--- src/rtl/pipeline_pkg.sv ---
// Shared fetch-pipeline definitions: NOP encoding, default reset PC,
// prefetch FSM state encoding and the PC increment helper.
package pipeline_pkg;

  localparam logic [31:0] NOP_INSTR        = 32'h0000_0000;
  localparam logic [31:0] DEFAULT_RESET_PC = 32'h0000_0000;

  typedef enum logic [1:0] {
    ST_IDLE  = 2'd0,
    ST_REQ   = 2'd1,
    ST_DRAIN = 2'd2
  } fetch_state_t;

  // 32-bit modulo PC increment; 32'hFFFF_FFFC wraps to 0.
  function automatic logic [31:0] pc_plus4(input logic [31:0] pc);
    return pc + 32'd4;
  endfunction

endpackage

--- src/rtl/fetch_fifo.sv ---
// Parametric synchronous FIFO with async reset, push/pop/flush, head data
// and occupancy count. Head data is read straight from registered storage.
module fetch_fifo #(
  parameter int                DEPTH   = 4,
  parameter int                DATA_W  = 64,
  parameter logic [DATA_W-1:0] RST_VAL = '0
) (
  input  logic                       clk,
  input  logic                       rst,
  input  logic                       push,
  input  logic                       pop,
  input  logic                       flush,
  input  logic [DATA_W-1:0]          push_data,
  output logic [DATA_W-1:0]          head_data,
  output logic [$clog2(DEPTH):0]     count
);

  localparam int AW = $clog2(DEPTH);
  localparam int CW = AW + 1;

  logic [DATA_W-1:0] mem [DEPTH];
  logic [AW-1:0]     rd_ptr;
  logic [AW-1:0]     wr_ptr;

  // Pointer and occupancy bookkeeping; flush empties without touching storage.
  always_ff @(posedge clk or posedge rst) begin
    if (rst) begin
      rd_ptr <= '0;
      wr_ptr <= '0;
      count  <= '0;
    end else if (flush) begin
      rd_ptr <= '0;
      wr_ptr <= '0;
      count  <= '0;
    end else begin
      if (push) wr_ptr <= wr_ptr + 1'b1;
      if (pop)  rd_ptr <= rd_ptr + 1'b1;
      count <= count + CW'(push) - CW'(pop);
    end
  end

  // Entry storage; cleared on reset so the head reads as a NOP pair.
  always_ff @(posedge clk or posedge rst) begin
    if (rst) begin
      for (int i = 0; i < DEPTH; i++) mem[i] <= RST_VAL;
    end else if (push && !flush) begin
      mem[wr_ptr] <= push_data;
    end
  end

  assign head_data = mem[rd_ptr];

endmodule

--- src/rtl/instr_prefetch_unit.sv ---
// Instruction prefetch stage: issues sequential word fetches over a req/ack
// handshake, buffers {PC+4, instr} pairs, and restarts at redirect targets,
// draining any response that was already in flight.
module instr_prefetch_unit
  import pipeline_pkg::*;
#(
  parameter int          DEPTH    = 4,
  parameter logic [31:0] RESET_PC = DEFAULT_RESET_PC
) (
  input  logic        clk,
  input  logic        rst,
  input  logic        redirect_valid,
  input  logic [31:0] redirect_pc,
  output logic        imem_req,
  output logic [31:0] imem_addr,
  input  logic        imem_ack,
  input  logic [31:0] imem_rdata,
  output logic        out_valid,
  output logic [31:0] out_pc_4,
  output logic [31:0] out_instr,
  input  logic        out_ready
);

  localparam int             CW      = $clog2(DEPTH) + 1;
  localparam logic [CW-1:0]  DEPTH_C = CW'(DEPTH);

  fetch_state_t    state, state_next;
  logic [31:0]     fetch_pc, fetch_pc_next;
  logic [31:0]     addr_next;
  logic [CW-1:0]   count, count_next;
  logic            push, pop, room;
  logic [63:0]     head_data;

  // A redirect overrides both pop and push; a flushed FIFO always has room.
  assign push       = (state == ST_REQ) && imem_ack && !redirect_valid;
  assign pop        = out_valid && out_ready && !redirect_valid;
  assign count_next = redirect_valid ? '0 : count + CW'(push) - CW'(pop);
  assign room       = count_next < DEPTH_C;

  assign imem_req  = (state != ST_IDLE);
  assign out_valid = (count != '0);
  assign out_pc_4  = head_data[63:32];
  assign out_instr = head_data[31:0];

  fetch_fifo #(
    .DEPTH   (DEPTH),
    .DATA_W  (64),
    .RST_VAL ({32'h0, NOP_INSTR})
  ) u_fifo (
    .clk       (clk),
    .rst       (rst),
    .push      (push),
    .pop       (pop),
    .flush     (redirect_valid),
    .push_data ({pc_plus4(imem_addr), imem_rdata}),
    .head_data (head_data),
    .count     (count)
  );

  // FSM state, next fetch PC and the held request address.
  always_ff @(posedge clk or posedge rst) begin
    if (rst) begin
      state     <= ST_IDLE;
      fetch_pc  <= RESET_PC;
      imem_addr <= RESET_PC;
    end else begin
      state     <= state_next;
      fetch_pc  <= fetch_pc_next;
      imem_addr <= addr_next;
    end
  end

  // Next-state logic: a request in flight cannot be withdrawn, so a redirect
  // without ack parks in DRAIN until the stale response arrives.
  always_comb begin
    state_next    = state;
    fetch_pc_next = fetch_pc;
    addr_next     = imem_addr;
    case (state)
      ST_IDLE: begin
        if (redirect_valid) begin
          fetch_pc_next = redirect_pc;
          addr_next     = redirect_pc;
          state_next    = ST_REQ;
        end else if (room) begin
          addr_next  = fetch_pc;
          state_next = ST_REQ;
        end
      end
      ST_REQ: begin
        if (redirect_valid && imem_ack) begin
          fetch_pc_next = redirect_pc;
          addr_next     = redirect_pc;
        end else if (redirect_valid) begin
          fetch_pc_next = redirect_pc;
          state_next    = ST_DRAIN;
        end else if (imem_ack) begin
          fetch_pc_next = pc_plus4(imem_addr);
          if (room) addr_next = pc_plus4(imem_addr);
          else      state_next = ST_IDLE;
        end
      end
      ST_DRAIN: begin
        if (redirect_valid) fetch_pc_next = redirect_pc;
        if (imem_ack) begin
          addr_next  = redirect_valid ? redirect_pc : fetch_pc;
          state_next = ST_REQ;
        end
      end
      default: state_next = ST_IDLE;
    endcase
  end

endmodule

--- config.mk ---
export PLATFORM = sky130hd
export DESIGN_NAME = instr_prefetch_unit
export DESIGN_NICKNAME = d
export VERILOG_FILES = /design/src/rtl/pipeline_pkg.sv /design/src/rtl/fetch_fifo.sv /design/src/rtl/instr_prefetch_unit.sv
export SDC_FILE = /design/constraint.sdc
export NUM_CORES = 1
export LEC_CHECK = 0
export BUFFER_PORTS_ARGS = -buffer_cell sky130_fd_sc_hd__buf_4
export CAP_MARGIN = 15
export CORE_ASPECT_RATIO = 0.8
export CORE_UTILIZATION = 33
export DETAILED_ROUTE_END_ITERATION = 7
export SLEW_MARGIN = 30
export SYNTH_ARGS = -nofsm -noshare
export SYNTH_HDL_FRONTEND = slang
export SYNTH_SLANG_ARGS = --single-unit
--- constraint.sdc ---
create_clock -name clk -period 16.2 [get_ports clk]
set_clock_uncertainty 0.1 [all_clocks]
set_input_delay 3.24 -clock clk [delete_from_list [all_inputs] [get_ports clk]]
set_output_delay 3.24 -clock clk [all_outputs]
set_load 0.005 [all_outputs]
# Word-level counts from Yosys, hierarchy flattened
# Index checks and enable logic that the tools add are counted.
[totals]
ram_bits = 0
regBits = 329
input_bits = 69
mem_bits_ro = 0
elab_cells = 83
out_inout_bits = 98
latchBits = 0
n_memories = 0
[classes]
n_lt_le_gt_ge = 4
reduce_logical = 19
bitwise = 2
n_addsub = 5
n_mux = 32
shifts = 0
multipliers = 0
n_eq_ne = 11
div = 0
[ops]
columns = ["op", "count"]
rows = [
  ["2-to-1 mux 32 bit", 11],
  ["bitwise mux 256 bit", 1],
  ["2-to-1 mux 64 bit", 3],
  ["binary-select mux 64 bit (select 2 bit)", 1],
  ["demux 64 bit (select 2 bit)", 1],
  ["one-hot mux 32 bit (3 select lines)", 1],
  ["one-hot mux 32 bit (2 select lines)", 1],
  ["adder 32 x 3 -> 32 bit (second input constant)", 1],
  ["2-to-1 mux 2 bit", 11],
  ["inequality test 3 x 2 -> 1 bit (second input constant)", 3],
  ["inequality test 3 bit (second input constant)", 3],
  ["nonzero test 2 bit", 4],
  ["logical AND 1 bit", 7],
  ["greater-or-equal comparator 3 bit (second input constant)", 2],
  ["NOT 2 -> 3 bit", 2],
  ["one-hot mux 2 bit (3 select lines)", 1],
  ["AND reduction 6 bit", 1],
  ["nonzero test 3 bit", 2],
  ["AND reduction 5 bit", 1],
  ["adder 2 x 1 -> 2 bit (second input constant)", 2],
  ["inequality test 2 bit (second input constant)", 2],
  ["inequality test 4 x 3 -> 1 bit (second input constant)", 1],
  ["adder 3 x 1 -> 3 bit", 1],
  ["less-than comparator 3 x 1 -> 1 bit (second input constant)", 1],
  ["9 further kinds", 9],
]

# Depth between registers and ports, before layout
[logic_depth]
depth_word = 12
depth_mapped = 16
ltp_nobuf = 13

# Hierarchy
# A second synthesis with hierarchy kept.
[hier_totals]
cells_unflattened = 1187
area_unflattened_um2 = 17274.1
[by_module_without_submodules]
columns = ["module", "area_each_um2", "cells_each", "seq_area_each_um2", "n_inst"]
rows = [
  ["fetch_fifo", 12572.1, 658, 6581.3, 1],
  ["instr_prefetch_unit", 4702.0, 529, 1651.6, 1],
]

# Least setup slack after synthesis
# No wires, ideal clock.
[synth_timing]
path_kind = "in2reg"
startpoint = "in redirect_valid"
endpoint = "reg imem_addr[7]"
t_arrival_ps = 6183
path_buffers = 5
setup_time_ps = 128
slack_ps = 9789
required_ps = 15972
stages = 15
cell_sequence = "buf_1 clkbuf_1 clkbuf_1 nor2_1 ha_1 inv_1 ha_1 inv_1 fa_1 xnor3_1 nor2_1 o31a_1 buf_2 buf_2 o22ai_1"
[synth_between]
elab_chain_len = 8
word_cells_on_any_way = 18
cone_classes = "add/sub: 2; order compare: 1; eq/ne: 4; mux: 6; reduce/logical: 5"
[synth_rtl]
columns = ["element", "line_no", "rtl"]
rows = [
  ["start, declared", "instr_prefetch_unit.sv:12", "input logic redirect_valid,"],
  ["logical NOT 1 bit", "instr_prefetch_unit.sv:35, instr_prefetch_unit.sv:36", ""],
  ["logical AND 1 bit", "instr_prefetch_unit.sv:35", "assign push = (state == ST_REQ) && imem_ack && !redirect_valid;"],
  ["adder 3 x 1 -> 3 bit", "instr_prefetch_unit.sv:37", "assign count_next = redirect_valid ? '0 : count + CW'(push) - CW'(pop);"],
  ["subtractor 3 x 1 -> 3 bit", "instr_prefetch_unit.sv:37", ""],
  ["2-to-1 mux 3 bit (*)", "instr_prefetch_unit.sv:37", ""],
  ["named net count_next[2]", "instr_prefetch_unit.sv:30", "logic [CW-1:0] count, count_next;"],
  ["less-than comparator 3 bit (*)", "instr_prefetch_unit.sv:38", "assign room = count_next < DEPTH_C;"],
  ["inequality test 3 x 2 -> 1 bit (no line) / inequality test 3 bit (equally long branches)", "-", ""],
  ["AND reduction 6 bit (no line) (*)", "-", ""],
  ["end signal, assigned", "instr_prefetch_unit.sv:69", "imem_addr <= addr_next;"],
  ["end, declared", "instr_prefetch_unit.sv:15", "output logic [31:0] imem_addr,"],
]
# The timed path passes the listed nets; every way through them passes the cells marked *. The select of a mux whose other input is x is not followed.
# A chain may end at the register's enable or synchronous reset.

# Worst setup path after layout
[layout_timing]
startpoint = "in redirect_valid"
endpoint = "reg imem_addr[16]"
# The elaborated chain is that of the path after synthesis.

==> out/metrics.yaml <==
mappedNetlistArea_um2: 15200
multiInputGateArea_um2: 6560
period_share_pct: 39.9
max_freq_ghz: 0.155
run_status: "finished clean"
synth_ff_type: "dfrtp_1"
drc: 0
grt_usage_pct: 17.9
fp.dieH_um: 194
drt_first_pass_iters: 5
htreeDepth: 2
placementRows: 69
dp_slack_ns: 9.21
hold_path_class: "flip-flop to flip-flop"
postSynthCellCount: 1264
drive_gt1_share_pct: 33.0
antenna_found_initial: 1
drt_iter0_drc: 809
cap_violations: 0
final_antenna_net_count: 0
areaGrowthSynthToFinish_pct: 20.2
wl_per_cell_um: 20.5
cts_made_buffers: 37
cp.arrival_ns: 6.81
powerDensity_nw_per_um2: 193
cts_tree: "built"
cts_resized: 0
avgSynthCellArea_um2: 12.0
placed_area_um2: 17000
min_period_ns: 6.47
timing.final.max_slew_violations: 0
async_flop_share_pct: 100
cp_slowest_cell: "o31a_1"
synthesis.nets: 1341
mostFrequentLayoutCells: "327 x dfrtp_1, 180 x buf_4, 169 x o21ai_0, 154 x nand2_1, 140 x mux2_2"
wirelength_um: 41500
port_buffers: 166
max_stage_delay_ns: 0.46
p_leak_nw: 8.09
cp.required_ns: 16.54
io_pins: 167
layoutNonFillerInstCount: 2027
crit_type: "input pin to flip-flop"
mostFrequentLayoutCell: "dfrtp_1"
holdWs_ns: 0.376
hold_viol: 0
tns_ns: 0
final_core_util_pct: 40.7
vias_per_cell: 5.32
cp-end-kind: "flip-flop"
worstPathCellList: "buf_4, inv_1, nand3_1, inv_1, ha_1, inv_1, fa_1, xnor3_1, nor2_1, o31a_1, buf_4, nor2_1, o22a_1"
grt_max_degree: 114
cts_sinks: 329
ff_latch_area_um2: 8240
hold_buffers: 0
fill_cells: 4253
worstMarginPinSlew_ns: 0.988
place_congestion: 0.818
path_clk_slew_ns: 0.06
grt_pass1_wl_um: 65400
cp_max_fo: 39
ys_types: 56
grt_pass1_vias: 10900
synth-edff-count: 0
worst_slack_ns: 9.73
die_width_um: 242
path_common_cell: "inv_1"
seq_area_frac_synth_pct: 54.2
ys_seq_elements: 329
cts_root_buffer: "clkbuf_16"
slew_headroom_pct: 33.9
clk_latency_ns: 0.56
totalPowerFinal_mw: 3.53
post_cts.repair.setup_buffers: 0
vdd_drop_max_uv: 71.7
core_um2: 44900
post-place-cells: 1961
dp_hpwl_um: 26900
grt_setup_unrepaired: "false"
initial_core_util_pct: 33.9
dieArea_um2: 46900
grt_overflow: 0
yosys_warnings: 0
clock_path_buffers: 3
setup-violations-final: 0
startpoint_type: "input pin"
design_area_um2: 18300
fin_nets: 1474
num_vias: 10800
-- worst paths after layout --
check	endpoint	slack (ns)	from	cells past startpoint
setup / recovery	imem_addr[16]	9.73	redirect_valid	13
hold reg to reg	u_fifo.mem[62]	0.38	u_fifo.mem[62]	2
min in group asynchronous	u_fifo.mem[234]	2.75	rst	2
max in group asynchronous	u_fifo.mem[155]	11.19	rst	4
setup reg to reg	imem_addr[16]	12.04	state[0]	12
hold / removal	u_fifo.mem[62]	0.38	u_fifo.mem[62]	2
-- layout make-up --
class / instances / share of cell area [%]
Antenna cell: 1 / 0.0137
Clock buffer: 49 / 5.70
Clock inverter: 16 / 1.06
Inverter: 20 / 0.452
Multi-Input combinational cell: 825 / 35.9
Sequential cell: 329 / 45.1
Tap cell: 603 / 4.13
Timing Repair Buffer: 184 / 7.64
-- cells by family after synthesis --
logic type / after synthesis / synth area share (%)
xor gates and xnor gates: 32 / 1.93
muxes: 208 / 20.1
DFF: 329 / 54.2
buffers and inverters: 110 / 2.93
and+or+nand+nor: 265 / 7.85
adders and majority gates: 8 / 0.708
AOI/OAI and AO/OA: 312 / 12.3
-- report_power, final --
group	switching [mW]	total (mW)	internal, mW
clock network	0.352	0.855	0.503
logic	0.614	1.28	0.664
registers	0.246	1.39	1.15
total	1.21	3.53	2.31
-- worst max-delay path, delay by kind of cell --
| family | cells | cell delay (ns) |
|---|---|---|
| adders and majority gates | 2 | 0.57 |
| and+or+nand+nor | 3 | 0.64 |
| buffers and inverters | 5 | 1.45 |
| xor gates and xnor gates | 1 | 0.21 |
| AOI/OAI and AO/OA | 2 | 0.65 |
-- cell usage after synthesis, types with 7 or more instances --
cell type | n | area, um^2
a21oi_1 | 28 | 140
a22oi_1 | 23 | 173
a31oi_1 | 7 | 43.8
buf_1 | 10 | 37.5
buf_2 | 19 | 95.1
clkbuf_1 | 58 | 218
dfrtp_1 | 329 | 8230
ha_1 | 7 | 87.6
inv_1 | 20 | 75.1
mux2_2 | 140 | 1580
mux4_2 | 64 | 1440
nand2_1 | 159 | 597
nand3_1 | 13 | 65.1
nand4_1 | 9 | 56.3
nor2_1 | 42 | 158
nor3_1 | 9 | 45.0
o211ai_1 | 12 | 90.1
o21ai_0 | 169 | 846
o22ai_1 | 23 | 144
o31a_1 | 8 | 70.1
xnor2_1 | 22 | 193
xor2_1 | 9 | 78.8
-- registers in the layout, indices dropped and copies added (netlist names) --
name and flops:
fetch_pc 32, u_fifo.mem 256, u_fifo.rd_ptr 2, state 2, imem_addr 32, u_fifo.wr_ptr 2
u_fifo.count 3
-- layer usage --
metal	track usage [%]	share of wire, %	vias up
met5	0	0	-
met4	6.05	2.6	0
met3	4.21	6.5	62
met2	27.5	46	308
met1	24.8	45	5514
li1	-	-	4893
Note: power is estimated with default switching activity, not from simulation.
